==> config.mk <==
export PLATFORM = sky130hd
export DESIGN_NAME = mc_path_gen
export DESIGN_NICKNAME = d
export VERILOG_FILES = /design/src/rtl/mc_path_gen.sv
export SDC_FILE = /design/constraint.sdc
export NUM_CORES = 1
export LEC_CHECK = 0
export CORE_MARGIN = 4
export CORE_UTILIZATION = 32
export DETAILED_ROUTE_END_ITERATION = 10
export GPL_TIMING_DRIVEN = 0
export HOLD_SLACK_MARGIN = 0.06
export PLACE_DENSITY = 0.53
export SETUP_SLACK_MARGIN = 0.1
export SYNTH_ARGS = -nofsm -noshare
export SYNTH_HDL_FRONTEND = slang
export SYNTH_SLANG_ARGS = --single-unit
==> constraint.sdc <==
create_clock -name clk -period 14.8 [get_ports clk]
set_clock_uncertainty 0.05 [all_clocks]
set_input_delay 2.22 -clock clk [delete_from_list [all_inputs] [get_ports clk]]
set_output_delay 2.22 -clock clk [all_outputs]
set_load 0.05 [all_outputs]
==> src/rtl/mc_path_gen.sv <==
// Monte Carlo path generator: geometric-Brownian price walk with a fixed-point
// multiplicative update, one step per cycle, emitting each path's terminal price.
module mc_path_gen #(
  parameter int          PW        = 12,
  parameter int          GF        = 14,
  parameter logic [31:0] LFSR_INIT = 32'hACE12468
) (
  input  logic          clk,
  input  logic          rst_n,
  input  logic          start_i,
  input  logic [PW-1:0] s0_i,
  input  logic [15:0]   drift_i,
  input  logic [11:0]   vol_i,
  input  logic [7:0]    n_steps_i,
  input  logic [15:0]   num_paths_i,
  input  logic [31:0]   seed_i,
  output logic [PW-1:0] path_o,
  output logic          path_valid_o,
  output logic          busy_o,
  output logic          done_o
);

  localparam logic [31:0] LFSR_MASK = 32'h80200003;
  localparam int          PRODW     = PW + 16;

  typedef enum logic [1:0] {IDLE, STEP, EMIT, DONE} state_e;

  state_e        state_q, state_d;
  logic [PW-1:0] s_q, s_d, s0_q, s0_d, path_q, path_d;
  logic [15:0]   drift_q, drift_d, npaths_q, npaths_d, pcnt_q, pcnt_d;
  logic [11:0]   vol_q, vol_d;
  logic [7:0]    nsteps_q, nsteps_d, step_q, step_d;
  logic [31:0]   lfsr_q, lfsr_d, lfsr_nxt;
  logic          pv_q, pv_d, done_q, done_d;

  // Datapath: Z from the current LFSR, growth factor g, next price f(S)
  logic [5:0]             nib_sum;
  logic signed [25:0]     z_s, vz_s, g_raw;
  logic [15:0]            g_cl;
  logic [PRODW-1:0]       prod;
  logic [PRODW-GF-1:0]    prod_sh;
  logic [PW-1:0]          f_s;

  always_comb begin
    nib_sum = 6'({2'b0, lfsr_q[3:0]}) + 6'({2'b0, lfsr_q[7:4]})
            + 6'({2'b0, lfsr_q[11:8]}) + 6'({2'b0, lfsr_q[15:12]});
    z_s     = $signed({20'b0, nib_sum}) - 26'sd30;
    vz_s    = $signed({14'b0, vol_q}) * z_s;
    g_raw   = (26'sd1 <<< GF) + $signed({{10{drift_q[15]}}, drift_q}) + vz_s;
    if (g_raw < 0)               g_cl = 16'd0;
    else if (g_raw > 26'sd65535) g_cl = 16'hFFFF;
    else                         g_cl = g_raw[15:0];
    prod    = PRODW'(s_q) * PRODW'(g_cl);
    prod_sh = prod[PRODW-1:GF];
    // Anything above the price range saturates; S=0 stays 0 since 0*g = 0
    if (prod_sh > (PRODW-GF)'({PW{1'b1}})) f_s = {PW{1'b1}};
    else                                  f_s = prod_sh[PW-1:0];
    lfsr_nxt = (lfsr_q >> 1) ^ (lfsr_q[0] ? LFSR_MASK : 32'h0);
  end

  always_comb begin
    state_d  = state_q;
    s_d      = s_q;
    s0_d     = s0_q;
    drift_d  = drift_q;
    vol_d    = vol_q;
    nsteps_d = nsteps_q;
    npaths_d = npaths_q;
    step_d   = step_q;
    pcnt_d   = pcnt_q;
    lfsr_d   = lfsr_q;
    path_d   = path_q;
    pv_d     = 1'b0;
    done_d   = 1'b0;
    case (state_q)
      IDLE: if (start_i) begin
        s0_d     = s0_i;
        drift_d  = drift_i;
        vol_d    = vol_i;
        nsteps_d = (n_steps_i == 8'd0) ? 8'd1 : n_steps_i;
        npaths_d = num_paths_i;
        lfsr_d   = (seed_i == 32'd0) ? LFSR_INIT : seed_i;
        s_d      = s0_i;
        step_d   = 8'd0;
        pcnt_d   = 16'd0;
        state_d  = (num_paths_i == 16'd0) ? DONE : STEP;
      end
      STEP: begin
        s_d    = f_s;
        lfsr_d = lfsr_nxt;
        step_d = step_q + 8'd1;
        if (step_q == nsteps_q - 8'd1) state_d = EMIT;
      end
      EMIT: begin
        path_d = s_q;
        pv_d   = 1'b1;
        pcnt_d = pcnt_q + 16'd1;
        if (pcnt_q == npaths_q - 16'd1) begin
          state_d = DONE;
        end else begin
          s_d     = s0_q;
          step_d  = 8'd0;
          state_d = STEP;
        end
      end
      DONE: begin
        done_d  = 1'b1;
        state_d = IDLE;
      end
      default: state_d = IDLE;
    endcase
  end

  always_ff @(posedge clk or negedge rst_n) begin
    if (!rst_n) begin
      state_q  <= IDLE;
      s_q      <= '0;
      s0_q     <= '0;
      drift_q  <= '0;
      vol_q    <= '0;
      nsteps_q <= '0;
      npaths_q <= '0;
      step_q   <= '0;
      pcnt_q   <= '0;
      lfsr_q   <= LFSR_INIT;
      path_q   <= '0;
      pv_q     <= 1'b0;
      done_q   <= 1'b0;
    end else begin
      state_q  <= state_d;
      s_q      <= s_d;
      s0_q     <= s0_d;
      drift_q  <= drift_d;
      vol_q    <= vol_d;
      nsteps_q <= nsteps_d;
      npaths_q <= npaths_d;
      step_q   <= step_d;
      pcnt_q   <= pcnt_d;
      lfsr_q   <= lfsr_d;
      path_q   <= path_d;
      pv_q     <= pv_d;
      done_q   <= done_d;
    end
  end

  assign path_o       = path_q;
  assign path_valid_o = pv_q;
  assign done_o       = done_q;
  assign busy_o       = (state_q != IDLE);

endmodule

# Yosys cells after proc, flatten, opt, wreduce, memory -nomap -nowiden
# Cells that the tools add are included.
[word_totals]
ff_bits = 148
out_inout_bits = 15
word_cells = 73
[op_classes]
n_addsub = 10
mul = 2
n_lt_le_gt_ge = 3
eq_ne = 8
mux = 23
bitwise = 1
reduce_logical = 13
[op_table]
columns = ["cell", "n"]
rows = [
  ["2-to-1 mux 32 bit", 3],
  ["one-hot mux 32 bit (2 select lines)", 1],
  ["2-to-1 mux 16 bit", 3],
  ["2-to-1 mux 12 bit", 3],
  ["one-hot mux 12 bit (3 select lines)", 1],
  ["logical NOT 32 bit", 1],
  ["one-hot mux 16 bit (2 select lines)", 1],
  ["XOR 31 x 32 -> 32 bit", 1],
  ["multiplier 12 x 16 -> 28 bit", 1],
  ["2-to-1 mux 8 bit", 3],
  ["one-hot mux 8 bit (3 select lines)", 1],
  ["adder 17 x 20 -> 21 bit", 1],
  ["> comparator 21 x 17 -> 1 bit, second input constant", 1],
  ["less-than comparator 21 x 1 -> 1 bit, second input constant", 1],
  ["multiplier 13 x 7 -> 20 bit", 1],
  ["adder 16 x 16 -> 17 bit, first input constant", 1],
  ["adder 16 x 1 -> 16 bit, second input constant", 1],
  ["== test 16 bit", 1],
  ["logical NOT 16 bit", 1],
  ["subtractor 16 x 1 -> 16 bit, second input constant", 1],
  ["> comparator 14 x 12 -> 1 bit, second input constant", 1],
  ["adder 8 x 1 -> 8 bit, second input constant", 1],
  ["== test 8 bit", 1],
  ["logical NOT 8 bit", 1],
  ["other kinds (16)", 28],
]

# Longest topological paths before layout
# Gate-level depths: netlist of the first run.
[logic_depth]
word_depth = 13
mapped_depth = 53
depth_no_buf = 49

# Worst setup path before layout of the first run
# Ideal clock, no wire load.
[synth_path]
kind = "register to register"
start = "register lfsr_q[4]"
end = "register s_q[10]"
setup_time_ps = 125
arrival_ps = 12304
required_ps = 14625
slack_ps = 2322
stages_incl_launch_ff = 51
synth_period_minus_slack_ps = 12478
path_cell_list = "dfrtp_1 -> fa_1 -> inv_1 -> fa_1 -> inv_1 -> ha_1 -> fa_1 -> a21oi_1 -> nor2_1 -> nor2_1 -> nor2b_1 -> or2_2 -> clkbuf_1 -> nor2_1 -> fa_1 -> fa_1 -> fa_1 -> fa_1 -> (+15 left out) -> inv_1 -> fa_1 -> fa_1 -> inv_1 -> fa_1 -> inv_1 -> ha_1 -> nand2_1 -> nor2_1 -> and3_1 -> a2111o_1 -> a21oi_1 -> o21a_1 -> and4_1 -> nor4_4 -> buf_6 -> nor3_1 -> a21oi_2"
[synth_between]
elab_chain_len = 13
word_cells_on_any_way = 14
[synth_lines]
columns = ["element", "line_no", "text"]
rows = [
  ["start: declaration", "33", "logic [31:0] lfsr_q, lfsr_d, lfsr_nxt;"],
  ["start signal: assignment", "139", "lfsr_q <= lfsr_d;"],
  ["adder 4 x 4 -> 5 bit (*)", "45", "nib_sum = 6'({2'b0, lfsr_q[3:0]}) + 6'({2'b0, lfsr_q[7:4]})"],
  ["adder 5 x 4 -> 6 bit (*)", "46", "+ 6'({2'b0, lfsr_q[11:8]}) + 6'({2'b0, lfsr_q[15:12]});"],
  ["adder 6 x 4 -> 6 bit (*)", "46", ""],
  ["subtractor 6 x 5 -> 7 bit (*)", "47", "z_s = $signed({20'b0, nib_sum}) - 26'sd30;"],
  ["multiplier 13 x 7 -> 20 bit (*)", "48", "vz_s = $signed({14'b0, vol_q}) * z_s;"],
  ["adder 17 x 20 -> 21 bit (*)", "49", "g_raw = (26'sd1 <<< GF) + $signed({{10{drift_q[15]}}, drift_q}) + vz_s;"],
  ["> comparator 21 x 17 -> 1 bit", "51", "else if (g_raw > 26'sd65535) g_cl = 16'hFFFF;"],
  ["2-to-1 mux 16 bit", "51", ""],
  ["2-to-1 mux 16 bit (*)", "50", "if (g_raw < 0) g_cl = 16'd0;"],
  ["multiplier 12 x 16 -> 28 bit (*)", "53", "prod = PRODW'(s_q) * PRODW'(g_cl);"],
  ["> comparator 14 x 12 -> 1 bit", "56", "if (prod_sh > (PRODW-GF)'({PW{1'b1}})) f_s = {PW{1'b1}};"],
  ["2-to-1 mux 12 bit (*)", "56", ""],
  ["one-hot mux 12 bit (3 select lines) (*)", "75", "case (state_q)"],
  ["end signal: assignment", "117", "s_q <= '0;"],
  ["end signal: assignment", "131", "s_q <= s_d;"],
  ["end: declaration", "29", "logic [PW-1:0] s_q, s_d, s0_q, s0_d, path_q, path_d;"],
]
# Mark *: on every way between the ends. The rest lies on a longest branch, timed or not.
# A chain may end at the register's enable or synchronous reset.

# Worst setup path after layout of the first run
[layout_path]
start = "register lfsr_q[4]"
end = "register s_q[2]"
# Same word-level chain as after synthesis.

==> results of run 1 <==
## Yosys cell counts (6+ instances only)
library cell	instances
o21ai_1	12
dfstp_2	13
nor3_1	26
and3_1	7
and2_1	116
clkbuf_1	72
nor2b_1	10
a21oi_1	56
nor4_1	18
inv_1	319
o31ai_1	9
nor2_1	64
mux2i_1	30
o21ai_0	102
a21o_1	20
o22ai_1	14
buf_1	10
nand2b_1	8
o211ai_1	7
xor2_1	30
fa_1	217
a211oi_1	11
or3_1	8
buf_6	6
ha_1	126
a31oi_1	8
nand2_1	259
nand3b_1	6
o21a_1	23
dfrtp_1	135
xnor2_1	40
nand3_1	15
mux2_2	65
nand4_1	21
## through the flow
step	util	cell area [sq um]
3_3_place_gp	0.360	19800
6_report	0.373	20500
2_1_floorplan	-	17800
4_1_cts	0.372	20500
3_5_place_dp	0.361	19800
5_1_grt	0.373	20500
## worst register-to-register path: cells and delay by family, from the launching register on
| family | cells | cell delay [ps] |
|---|---|---|
| compound gates | 13 | 3020 |
| fa+ha+maj | 15 | 6960 |
| buf+inv | 9 | 1040 |
| flops | 1 | 430 |
| simple gates | 11 | 2370 |
## timing repair
item,in CTS,in global routing
buffers inserted,0,0
gates resized for setup,0,18
endpoints found under the setup margin,0,12
## state kept, by name (all words and copies together) (netlist names)
name,flops
path_valid_o,1
s_q,12
state_q,2
step_q,8
npaths_q,16
nsteps_q,8
vol_q,12
s0_q,12
done_o,1
pcnt_q,16
drift_q,16
path_o,12
lfsr_q,32
## cells by family after synthesis
group / count (synthesis) / synth area share
muxes: 95 / 0.0581
xor gates and xnor gates: 70 / 0.0345
adders and majority gates: 343 / 0.333
buffers and inverters: 412 / 0.0900
AOI/OAI and AO/OA: 305 / 0.110
DFF: 148 / 0.210
and+or+nand+nor: 588 / 0.164
## layout make-up
type	count	share of cell area
clock inverters	13	0.00842
well taps	748	0.0456
flip-flops and latches	148	0.181
plain buffers	92	0.0198
inverters	319	0.0584
repair buffers	114	0.0566
multi-input cells	1401	0.608
clock buffers	19	0.0221
## layout by cell type (no fill, tap or decap), types with 13 or more instances in the layout
cell / instances
a21o_1: 20
a21oi_1: 56
and2_1: 116
clkbuf_1: 65
clkbuf_16: 17
clkdlybuf4s50_1: 112
dfrtp_1: 135
dfstp_2: 13
fa_1: 217
ha_1: 126
inv_1: 319
mux2_2: 65
mux2i_1: 30
nand2_1: 259
nand3_1: 15
nand4_1: 21
nor2_1: 64
nor3_1: 25
nor4_1: 18
o21a_1: 23
o21ai_0: 102
o22ai_1: 13
xnor2_1: 39
xor2_1: 30
## per-layer routing
metal  track usage  vias to the layer above  part of all wire
li1              -                     6603                 -
met1         0.237                     6980              0.47
met2         0.280                      289              0.47
met3        0.0281                       65             0.045
met4        0.0432                        0             0.022
met5             0                        -                 0
## final timing paths
kind | from | endpoint | slack, ps | depth (start not counted)
max | lfsr_q[4] | s_q[2] | 850 | 48
min | s0_q[4] | s0_q[4] | 430 | 2
max reg2reg | lfsr_q[4] | s_q[2] | 850 | 48
min reg2reg | s0_q[4] | s0_q[4] | 430 | 2
max in group asynchronous | rst_n | lfsr_q[23] | 12130 | 2
min in group asynchronous | rst_n | npaths_q[8] | 1680 | 1
==> summary.txt, run 1 <==
Outcome
  • Status: finished, final reports clean

Placement
  • Dpl cells: ~2,800
  • Hpwl dp: 40,100 um
  • RePlAce Congestion: 0.851
  • IO buf count: 113
  • Pre-CTS WS: just under 400 ps

Global routing
  • GR Overflow Total: 0
  • Total track usage: 0.171
  • First-pass GRT wire length: 81,000 um
  • Initial antenna violation count: 0
  • Vias in the first global route: 14,600
  • Largest net degree at the start of global routing: 95

Synthesis
  • Cell Area, Synth: approximately 18,000 sq um
  • Top cells by area, synth: fa_1, dfrtp_1, ha_1
  • Synth warn: 0
  • Post-synth EDFFs: 0
  • Post-Synthesis Net Count: 2,403
  • Synth Register Bits: 148
  • Mapped Cells: roughly 2,000
  • Library cells used by synthesis: between 70 and 80
  • Mapped Avg Cell Area: 9.05 sq um
  • Post-synth top flop: dfrtp_1
  • Post-synth top area share: 0.245
  • Post-synthesis sequential area ratio: 0.210
  • Area leader, netlist: fa_1
  • Asr flop ratio synth: 1.00

Floorplan
  • Initial core utilization: 0.323
  • Chip Height: 244 um
  • I/O pin total: 114
  • Die Width: 244 um
  • Die ar.: 59,300 sq um
  • Core area: 55,000 sq um
  • Std-Cell Rows: 86

Detailed routing
  • DRC: 0
  • Routed via count: 13,900
  • Antenna Nets Post-Route: 0
  • Mean routed wirelength per cell: 17.4 um
  • Routed vias/inst: between 4 and 5
  • Router iterations before antenna repair: 5
  • Final wirelength: 49,700 um
  • Number of DRC markers in iteration 0: 856

Finish
  • Layout cell share with drive strength beyond 1: 0.0760
  • Fillcell total: between 5,000 and 6,000
  • Final nets: 2,535
  • Layout area overhead: 15.5%
  • Post-Layout Cell Count: 2,854
  • FF+latch area: about 3700 sq um
  • Number of diodes: 0
  • Area of the multi-input gates: 12,500 sq um

Flow run
  • Max-cap violations: 0

Min path
  • Hold crit path type: register to register

Timing
  • Fmax: 0.0717 GHz
  • RSZ-0062 raised after global routing: no
  • Min cycle time layout: 13,950 ps
  • Final worst path period share: 0.942
  • Hold slack: roughly 430 ps
  • Max-slew headroom: 0.398
  • Final slew viol count: 0
  • Worst-Margin Slew: 903 ps
  • Final hold vios: 0
  • Final setup fails: 0
  • Final setup margin: 854 ps
  • Setup TNS Final: 0 ps

Setup path
  • Most numerous cell on the critical path: fa_1
  • Kind of cell adding the most delay to the critical path: adder cells
  • WS Path Type: register to register
  • CP endpoint kind: register
  • Crit path buf inv count: 9
  • Worst Path Arrival: 14,260 ps
  • Slowest stage delay, CP: 560 ps
  • Worst Path Max Fanout: 11
  • Worst Setup Start Kind: register
  • Slowest CP cell: fa_1
  • Critical Path RT: 15,110 ps

Clocking
  • Hold Buf Count CTS: 0
  • CTS tree: done
  • Worst-Skew Late Latency: between 400 and 500 ps
  • Clk buf depth: 2
  • Total CTS buffers: 17
  • Clock-pin slew on the worst setup and hold paths: 70 ps
  • Total clock sinks: between 100 and 150
  • Clk root buf: clkbuf_16
  • H-tree Lvls: 4
Power of run 1 is left out: the tool's default activity adds up to more than one toggle a clock period on the data nets, which glitch-free logic cannot reach.
==> inputs of run 2 (changes only) <==
--- a/config.mk
+++ b/config.mk
@@ -8,9 +8,10 @@
 export CORE_MARGIN = 4
 export CORE_UTILIZATION = 32
 export DETAILED_ROUTE_END_ITERATION = 10
+export DONT_BUFFER_PORTS = 1
 export GPL_TIMING_DRIVEN = 0
 export HOLD_SLACK_MARGIN = 0.06
-export PLACE_DENSITY = 0.53
+export PLACE_DENSITY = 0.51
 export SETUP_SLACK_MARGIN = 0.1
 export SYNTH_ARGS = -nofsm -noshare
 export SYNTH_HDL_FRONTEND = slang
==> run 2 against run 1 <==
  * Sequential cell count did not move
  * Clock-buffer cell count rose by 2
  * Die area stayed put
  * Fmax down 0.33%
  * First-iteration DRC count up 6.8%
  * Wire length fell by 1.9%
  * Final cell count shrank 3.9%
  * Critical path depth increased by 1
  * Via count is 2.2% lower
  * Setup slack got worse by 46 ps
  * Critical path type unchanged
  * Critical endpoint is now s_q[1]
  * Largest cell class unchanged
  * Highest routed layer unchanged
==> summary.txt, run 2 (same netlist as run 1, synthesis figures left out) <==
Setup path
  • Critical Path RT: 15,120 ps
  • Crit path buf inv count: 11
  • CP endpoint kind: register
  • Kind of cell adding the most delay to the critical path: adder cells
  • Slowest CP cell: fa_1
  • Worst Setup Start Kind: register
  • WS Path Type: register to register
  • Slowest stage delay, CP: 570 ps
  • Most numerous cell on the critical path: fa_1
  • Worst Path Max Fanout: 10
  • Worst Path Arrival: roughly 14,000 ps

Global routing
  • First-pass GRT wire length: 80,000 um
  • Largest net degree at the start of global routing: around 150
  • Total track usage: 0.168
  • Initial antenna violation count: 1
  • Vias in the first global route: 14,200
  • GR Overflow Total: 0

Clocking
  • Total CTS buffers: 17
  • Worst-Skew Late Latency: 440 ps
  • H-tree Lvls: 4
  • CTS tree: done
  • Clk root buf: clkbuf_16
  • Hold Buf Count CTS: 0
  • Clock-pin slew on the worst setup and hold paths: around 70 ps
  • Clk buf depth: 2
  • Total clock sinks: 148

Detailed routing
  • Number of DRC markers in iteration 0: 914
  • Antenna Nets Post-Route: 0
  • Final wirelength: 48,800 um
  • Routed via count: 13,600
  • Routed vias/inst: 4.97
  • Router iterations before antenna repair: 5
  • DRC: 0
  • Mean routed wirelength per cell: 17.8 um

Flow run
  • Max-cap violations: 0

Timing
  • Final setup fails: 0
  • Min cycle time layout: 13,990 ps
  • Worst-Margin Slew: 944 ps
  • Max-slew headroom: 0.370
  • Fmax: 0.0715 GHz
  • Final slew viol count: 0
  • Final hold vios: 0
  • Setup TNS Final: 0 ps
  • Final worst path period share: 0.945
  • RSZ-0062 raised after global routing: no

Floorplan
  • Core area: 55,000 sq um
  • Chip Height: 244 um
  • Initial core utilization: 0.323
  • Std-Cell Rows: 86
  • I/O pin total: between 100 and 150
  • Die Width: 244 um
  • Die ar.: 59,300 sq um

Placement
  • RePlAce Congestion: 0.925
  • Hpwl dp: 39,800 um
  • IO buf count: 0

Finish
  • Layout area overhead: 8.65%
  • Largest Register: lfsr_q
  • Largest register FFs: 32
  • Layout cell share with drive strength beyond 1: 0.0767
  • Leading cell type in the layout, fill and taps excluded: inv_1
  • Commonest cells after routing, fill and taps aside: inv_1, nand2_1, fa_1
  • Final nets: 2,423
  • Number of diodes: 0

Outcome
  • Status: finished, final reports clean

Min path
  • Hold crit path type: register to register
==> run 2: changes by cell type in the layout (fill, tap and decap cells not counted), sizes merged <==
cell,before,now
bufinv,3,2
clkbuf,90,92
clkdlybuf4s50,112,0
clkinv,4,6
clkinvlp,3,0
==> run 2: path summary, 6_finish.rpt <==
check | from | end | slack (ps) | cells after the start
max | lfsr_q[4] | s_q[1] | 810 | 49
min | s0_q[1] | s0_q[1] | 430 | 2
max reg2reg | lfsr_q[4] | s_q[1] | 810 | 49
min reg2reg | s0_q[1] | s0_q[1] | 430 | 2
max in group asynchronous | rst_n | lfsr_q[29] | 13020 | 0
min in group asynchronous | rst_n | npaths_q[8] | 1420 | 0
==> run 2: area by class of cell <==
type                       instances  area, sq um
fill                            5684        35700
multi-input combinational       1401        12400
sequential                       148         3720
inverter                         319         1200
tap                              748          936
clock buffer                      21          450
buffer                            92          407
clock inverter                    11          128
timing repair buffer               2         15.0
==> run 2: timing repair <==
item / in CTS / in global routing
setup endpoints to repair: 0 / 12
resized for setup: 0 / 14
buffers inserted: 0 / 2
==> run 2: worst register-to-register path, delay by kind of cell (launching register included) <==
| family | cells | cell delay [ps] |
|---|---|---|
| AOI/OAI and AO/OA | 11 | 2760 |
| xor gates and xnor gates | 1 | 290 |
| adders and majority gates | 15 | 6980 |
| buffers and inverters | 11 | 1390 |
| DFF | 1 | 430 |
| and+or+nand+nor | 11 | 2040 |
==> run 2: stage by stage <==
stage          worst slack [ps]  instance area, sq um  hold slack (ps)  instances   util
6_report                    808                 19300              432       2742  0.351
4_1_cts                     413                 19300              437       2741  0.350
5_1_grt                     160                 19300              458       2742  0.351
3_3_place_gp                502                 18700              413       2709  0.340
3_5_place_dp                488                 18700              422       2709  0.340
2_1_floorplan              2320                 17800              400       1961      -
==> run 2: routing by layer <==
| metal | routed length (um) | vias up | track usage |
|---|---|---|---|
| met1 | 23100 | 6912 | 0.239 |
| met2 | 23000 | 315 | 0.277 |
| met5 | 0 | - | 0 |
| met3 | 2130 | 38 | 0.0253 |
| met4 | 563 | 0 | 0.0287 |
| li1 | - | 6364 | - |
Power of run 2 is left out for the same reason.
